[src/rtl/bcd_serial_add_ctrl_if.sv]
// ============================================================================
//  Module      : bcd_serial_add_ctrl_if
//  Description : Requester handshake and shared single-digit adder bus
//                for the serial packed-BCD addition sequencer.
//  Revision    : 1.0 - initial release
// ============================================================================
`default_nettype none

interface bcd_serial_add_ctrl_if #(
    parameter int DIGITS = 4
);
    // Requester side
    logic                  start;
    logic [4*DIGITS-1:0]   A;
    logic [4*DIGITS-1:0]   B;
    logic                  C_in;
    logic                  busy;
    logic                  done;
    logic [4*DIGITS-1:0]   S;
    logic                  C_out;
    logic                  err;

    // Shared single-digit adder side
    logic [3:0]            add_a;
    logic [3:0]            add_b;
    logic                  add_cin;
    logic [3:0]            add_s;
    logic                  add_cout;

    // Environment: requester plus the external adder
    modport master (
        output start, A, B, C_in, add_s, add_cout,
        input  busy, done, S, C_out, err, add_a, add_b, add_cin
    );

    // Sequencer
    modport slave (
        input  start, A, B, C_in, add_s, add_cout,
        output busy, done, S, C_out, err, add_a, add_b, add_cin
    );
endinterface

`default_nettype wire

[src/rtl/bcd_serial_add_ctrl.sv]
// ============================================================================
//  Module      : bcd_serial_add_ctrl
//  Description : Runs a multi-digit packed-BCD add through one shared
//                single-digit BCD adder, one digit per clock, LSD first.
//  Revision    : 1.0 - initial release
// ============================================================================
`default_nettype none

module bcd_serial_add_ctrl #(
    parameter int DIGITS = 4
) (
    input wire                   clk,
    input wire                   rst,
    bcd_serial_add_ctrl_if.slave bus
);

    localparam int W     = 4 * DIGITS;
    localparam int IDX_W = $clog2(DIGITS);

    localparam logic [1:0] c_idle = 2'd0;
    localparam logic [1:0] c_add  = 2'd1;
    localparam logic [1:0] c_done = 2'd2;

    localparam logic [IDX_W-1:0] c_last_idx = IDX_W'(DIGITS - 1);

    logic [1:0]       r_state;
    logic [1:0]       w_next_state;

    logic [W-1:0]     r_a;
    logic [W-1:0]     r_b;
    logic [W-1:0]     r_s;
    logic             r_carry;
    logic             r_cout;
    logic             r_err;
    logic [IDX_W-1:0] r_idx;

    logic             w_last_step;
    logic             w_bad_operand;

    // Any nibble above 9 makes the operand non-BCD.
    function automatic logic has_bad_digit(input logic [W-1:0] v);
        logic bad;
        bad = 1'b0;
        for (int i = 0; i < DIGITS; i++) begin
            if (v[4*i +: 4] > 4'd9) begin
                bad = 1'b1;
            end
        end
        return bad;
    endfunction

    assign w_last_step   = (r_idx == c_last_idx);
    assign w_bad_operand = has_bad_digit(bus.A) | has_bad_digit(bus.B);

    // ------------------------------------------------------------------
    // State register
    // ------------------------------------------------------------------
    always_ff @(posedge clk or posedge rst) begin
        if (rst) begin
            r_state <= c_idle;
        end else begin
            r_state <= w_next_state;
        end
    end

    // ------------------------------------------------------------------
    // Next-state logic
    // ------------------------------------------------------------------
    always_comb begin
        w_next_state = r_state;
        case (r_state)
            c_idle: begin
                if (bus.start) begin
                    w_next_state = c_add;
                end
            end
            c_add: begin
                if (w_last_step) begin
                    w_next_state = c_done;
                end
            end
            c_done:  w_next_state = c_idle;
            default: w_next_state = c_idle;
        endcase
    end

    // ------------------------------------------------------------------
    // Output logic: adder operands are only driven while stepping digits
    // ------------------------------------------------------------------
    always_comb begin
        bus.busy    = 1'b0;
        bus.done    = 1'b0;
        bus.add_a   = 4'd0;
        bus.add_b   = 4'd0;
        bus.add_cin = 1'b0;
        case (r_state)
            c_add: begin
                bus.busy    = 1'b1;
                bus.add_a   = r_a[{r_idx, 2'b00} +: 4];
                bus.add_b   = r_b[{r_idx, 2'b00} +: 4];
                bus.add_cin = r_carry;
            end
            c_done: begin
                bus.done    = 1'b1;
            end
            default: begin
                bus.busy    = 1'b0;
            end
        endcase
    end

    assign bus.S     = r_s;
    assign bus.C_out = r_cout;
    assign bus.err   = r_err;

    // ------------------------------------------------------------------
    // Operand latch, digit stepping and result capture
    // ------------------------------------------------------------------
    always_ff @(posedge clk or posedge rst) begin
        if (rst) begin
            r_a     <= '0;
            r_b     <= '0;
            r_s     <= '0;
            r_carry <= 1'b0;
            r_cout  <= 1'b0;
            r_err   <= 1'b0;
            r_idx   <= '0;
        end else begin
            case (r_state)
                c_idle: begin
                    if (bus.start) begin
                        r_a     <= bus.A;
                        r_b     <= bus.B;
                        r_carry <= bus.C_in;
                        r_idx   <= '0;
                        r_err   <= w_bad_operand;
                    end
                end
                c_add: begin
                    r_s[{r_idx, 2'b00} +: 4] <= bus.add_s;
                    r_carry                  <= bus.add_cout;
                    if (w_last_step) begin
                        // A rejected operand still runs the full sequence but
                        // reports a zero result; the later write wins here.
                        if (r_err) begin
                            r_s    <= '0;
                            r_cout <= 1'b0;
                        end else begin
                            r_cout <= bus.add_cout;
                        end
                    end else begin
                        r_idx <= r_idx + 1'b1;
                    end
                end
                default: begin
                    r_idx <= r_idx;
                end
            endcase
        end
    end

endmodule

`default_nettype wire
[src/flat_wrapper.sv]
// flat-port wrapper written by rule: the top's interface ports become plain ports
module bcd_serial_add_ctrl_flat 
#(
    parameter int DIGITS = 4
)
  (clk, rst, bus_start, bus_A, bus_B, bus_C_in, bus_add_s, bus_add_cout, bus_busy, bus_done, bus_S, bus_C_out, bus_err, bus_add_a, bus_add_b, bus_add_cin);
  bcd_serial_add_ctrl_if #(.DIGITS(DIGITS)) bus_i ();
  input wire clk;
  input wire rst;
  input wire logic [$bits(bus_i.start)-1:0] bus_start;
  input wire logic [$bits(bus_i.A)-1:0] bus_A;
  input wire logic [$bits(bus_i.B)-1:0] bus_B;
  input wire logic [$bits(bus_i.C_in)-1:0] bus_C_in;
  input wire logic [$bits(bus_i.add_s)-1:0] bus_add_s;
  input wire logic [$bits(bus_i.add_cout)-1:0] bus_add_cout;
  output wire logic [$bits(bus_i.busy)-1:0] bus_busy;
  output wire logic [$bits(bus_i.done)-1:0] bus_done;
  output wire logic [$bits(bus_i.S)-1:0] bus_S;
  output wire logic [$bits(bus_i.C_out)-1:0] bus_C_out;
  output wire logic [$bits(bus_i.err)-1:0] bus_err;
  output wire logic [$bits(bus_i.add_a)-1:0] bus_add_a;
  output wire logic [$bits(bus_i.add_b)-1:0] bus_add_b;
  output wire logic [$bits(bus_i.add_cin)-1:0] bus_add_cin;
  assign bus_i.start = bus_start;
  assign bus_i.A = bus_A;
  assign bus_i.B = bus_B;
  assign bus_i.C_in = bus_C_in;
  assign bus_i.add_s = bus_add_s;
  assign bus_i.add_cout = bus_add_cout;
  assign bus_busy = bus_i.busy;
  assign bus_done = bus_i.done;
  assign bus_S = bus_i.S;
  assign bus_C_out = bus_i.C_out;
  assign bus_err = bus_i.err;
  assign bus_add_a = bus_i.add_a;
  assign bus_add_b = bus_i.add_b;
  assign bus_add_cin = bus_i.add_cin;
  bcd_serial_add_ctrl #(.DIGITS(DIGITS)) u_core (.clk(clk), .rst(rst), .bus(bus_i));
endmodule
[config.mk]
export PLATFORM = sky130hd
export DESIGN_NAME = bcd_serial_add_ctrl_flat
export DESIGN_NICKNAME = d
export VERILOG_FILES = /design/src/rtl/bcd_serial_add_ctrl_if.sv /design/src/rtl/bcd_serial_add_ctrl.sv /design/src/flat_wrapper.sv
export SDC_FILE = /design/constraint.sdc
export NUM_CORES = 1
export LEC_CHECK = 0
export CAP_MARGIN = 20
export CORE_MARGIN = 1
export CORE_UTILIZATION = 45
export CTS_CLUSTER_SIZE = 14
export DETAILED_ROUTE_END_ITERATION = 6
export PLACE_DENSITY = 0.74
export RECOVER_POWER = 25
export SYNTH_ARGS = -nofsm -noshare
export SYNTH_HDL_FRONTEND = slang
export SYNTH_SLANG_ARGS = --single-unit
[constraint.sdc]
create_clock -name clk -period 2.6 [get_ports clk]
set_input_delay 0.26 -clock clk [delete_from_list [all_inputs] [get_ports clk]]
set_output_delay 0.26 -clock clk [all_outputs]
set_load 0.1 [all_outputs]
==> results of run 1 <==
==> final cells by class <==
type / instances / area [µm²] / area share [%]
Clock inverter: 3 / 67.56 / 1.827
Tap cell: 75 / 93.84 / 2.538
Multi-Input combinational cell: 135 / 1295 / 35.03
Inverter: 4 / 15.01 / 0.4061
Clock buffer: 5 / 68.82 / 1.861
Timing Repair Buffer: 76 / 780.7 / 21.12
Sequential cell: 55 / 1376 / 37.23
==> worst max-delay path by stage <==
stage | from | endpoint | slack (ps) | cells past startpoint
after floorplan | u_core.r_state[0] | bus_add_a[0] | 400 | 3
after global placement | u_core.r_idx[0] | u_core.bus.S[0] | 610 | 5
after detailed placement | u_core.r_idx[0] | u_core.bus.S[3] | 530 | 5
after CTS | u_core.r_idx[0] | bus_add_a[3] | 280 | 3
after global routing | u_core.r_idx[0] | bus_add_a[3] | 210 | 3
final | u_core.r_idx[0] | bus_add_a[3] | 310 | 3
==> cell usage in the layout, fill, tap and decap left out, types with 9 or more instances in the layout <==
| cell | n |
|---|---|
| and2_1 | 10 |
| buf_12 | 9 |
| clkdlybuf4s50_1 | 39 |
| nand2_1 | 14 |
| dfrtp_1 | 55 |
| a21oi_1 | 13 |
| o21ai_0 | 9 |
| buf_4 | 26 |
| mux2_4 | 27 |
| nand4_1 | 12 |
==> cell families after synthesis <==
group	after synthesis
buf+inv	16
simple gates	58
flops	55
compound gates	29
fa+ha+maj	6
mux	42
==> metrics by stage <==
step	utilization, %	cell area [µm²]	instances	worst slack, ps	hold WS [ps]
floorplan	-	2799	206	404.1	382.5
global placement	59.83	3563	345	605.4	489.5
detailed placement	59.83	3563	345	529.4	489.7
CTS	62.12	3700	353	278.6	466.6
global route	62.08	3697	353	206.7	528.3
finish	62.08	3697	353	307.3	516.5
==> sequential cells by signal (all words and copies together) (netlist names) <==
register and count:
u_core.r_idx 2, u_core.r_b 16, u_core.bus.S 16, u_core.bus.C_out 1
u_core.r_state 2, u_core.bus.err 1, u_core.r_a 16, u_core.r_carry 1
==> routing by layer <==
metal | track usage [%] | part of all wire, %
met5 | 0 | 0
met4 | 5.536 | 1.6
met3 | 4.270 | 5.6
met2 | 30.67 | 48
met1 | 26.69 | 45
==> flow_metrics.tcl, run 1 <==
set metrics [dict create \
    path_buf_inv 1 \
    synthArstFlopShare_pct 100.0 \
    path_cells "mux4_2, and2_1, buf_12" \
    ys_ff_latch 55 \
    cts_max_path_buffers 2 \
    critPathMaxStageDelay_ps 740 \
    setup_viol 0 \
    n_fill_cell 476 \
    ant_nets 0 \
    grt_overflow 0 \
    drc 0 \
    yosysTopAreaCell "dfrtp_1" \
    vias 1935 \
    cts_tree "built" \
    fin_crit_ps 2293 \
    end_kind "output pin" \
    hpwl_mm 4.212 \
    synth_edf_count 0 \
    viasPerCell 5.482 \
    pin_count 70 \
    cts-hold-fix-buffers 0 \
    synth_cell_type_count 32 \
    r2r_start "u_core.r_idx[0]" \
    rsz0062_at_grt "false" \
    final_max_slew_viol_count 0 \
    numCtsBuffers 5 \
    yosysWarnings 0 \
    synth_top_area_share_pct 49.17 \
    fin_nets 324 \
    wirelength_mm 5.780 \
    arrival_ps 2030 \
    r2r_end "u_core.bus.S[3]" \
    dieArea_um2 6539 \
    min_to "u_core.r_b[0]" \
    synth_seq_area_share_pct 49.17 \
    synthSimpleGateAreaFrac_pct 13.72 \
    synth_nets 253 \
    finalSetupTns_ps 0 \
    synth_commonest_cells "dfrtp_1, mux2_4, nand2_1" \
    cts_resized 0 \
    cts_setup_buffers 0 \
    cap_violations 0 \
    cts.sinks 55 \
    slew_headroom_pct 11.29 \
    finalWeightedCongestion 0.7709 \
    hold_depth 1 \
    synth_mux_area_share_pct 23.69 \
    status "completed" \
    firstDrtPassIters 5 \
    port_buffers 69 \
    num_rows 28 \
    core_region_area_um2 5956 \
    critical-path-slowest-cell "dfrtp_1" \
    drive_gt1_share_pct 33.09 \
    netlist_instances 206 \
    synthAdderAreaFrac_pct 2.682 \
    syn-cell-area_um2 2799 \
    hold_path_startpoint "u_core.r_b[0]" \
    syn_area_per_cell_um2 13.59 \
    ff2ff_setup_slack_ps 540 \
    clock.fmax_mhz 436.2 \
    hold_viol_final 0 \
    htreeDepth 2 \
    synth_xor_area_share_pct 0 \
    synth.area.top_cells "dfrtp_1, mux2_4, mux4_2" \
    wl_per_cell_um 16.37 \
    syn_to_final_growth_pct 32.10 \
    fin_crit_sh_pct 88.18 \
    crit_fanout 12 \
    worstMarginPinSlew_ps 1331 \
    cts_root_buf "clkbuf_8" \
    hold_path_class "flop to flop" \
    antenna_found_initial 0 \
    start_util_pct 47.00 \
    cpLargestDelayFamily "flip-flops" \
    start_kind "flop" \
    clk_latency_ps 310 \
    diodes 0 \
    grt_max_degree 56 \
    drtIter0Drc 95 \
    die_w_um 80.87 \
    grt_pass1_vias 1942 \
    synth_compound_area_share_pct 5.945 \
    path_class "flop to output pin" \
    synth_flop_cell "dfrtp_1" \
    clk_pin_slew_ps 100 \
    reg2reg_depth 5 \
    finClkSkew_ps 7.685 \
    required_ps 2340 \
    die_h_um 80.87 \
    synth_top_family_by_area "multiplexers" \
    grt_pass1_wl_mm 9.563 \
    synth.most_common_cell "dfrtp_1" \
    grt_usage_pct 19.34 \
]
Power of run 1 is not shown: default switching activity piles up to over one toggle a cycle in this logic, so the estimate is an artifact.
==> inputs of run 2 (changes only) <==
- HOLD_SLACK_MARGIN: default -> 0.12
==> results of run 2 <==
Final layout, timing and power as in run 1 (identical DEF).
Power of run 2 is left out for the same reason.
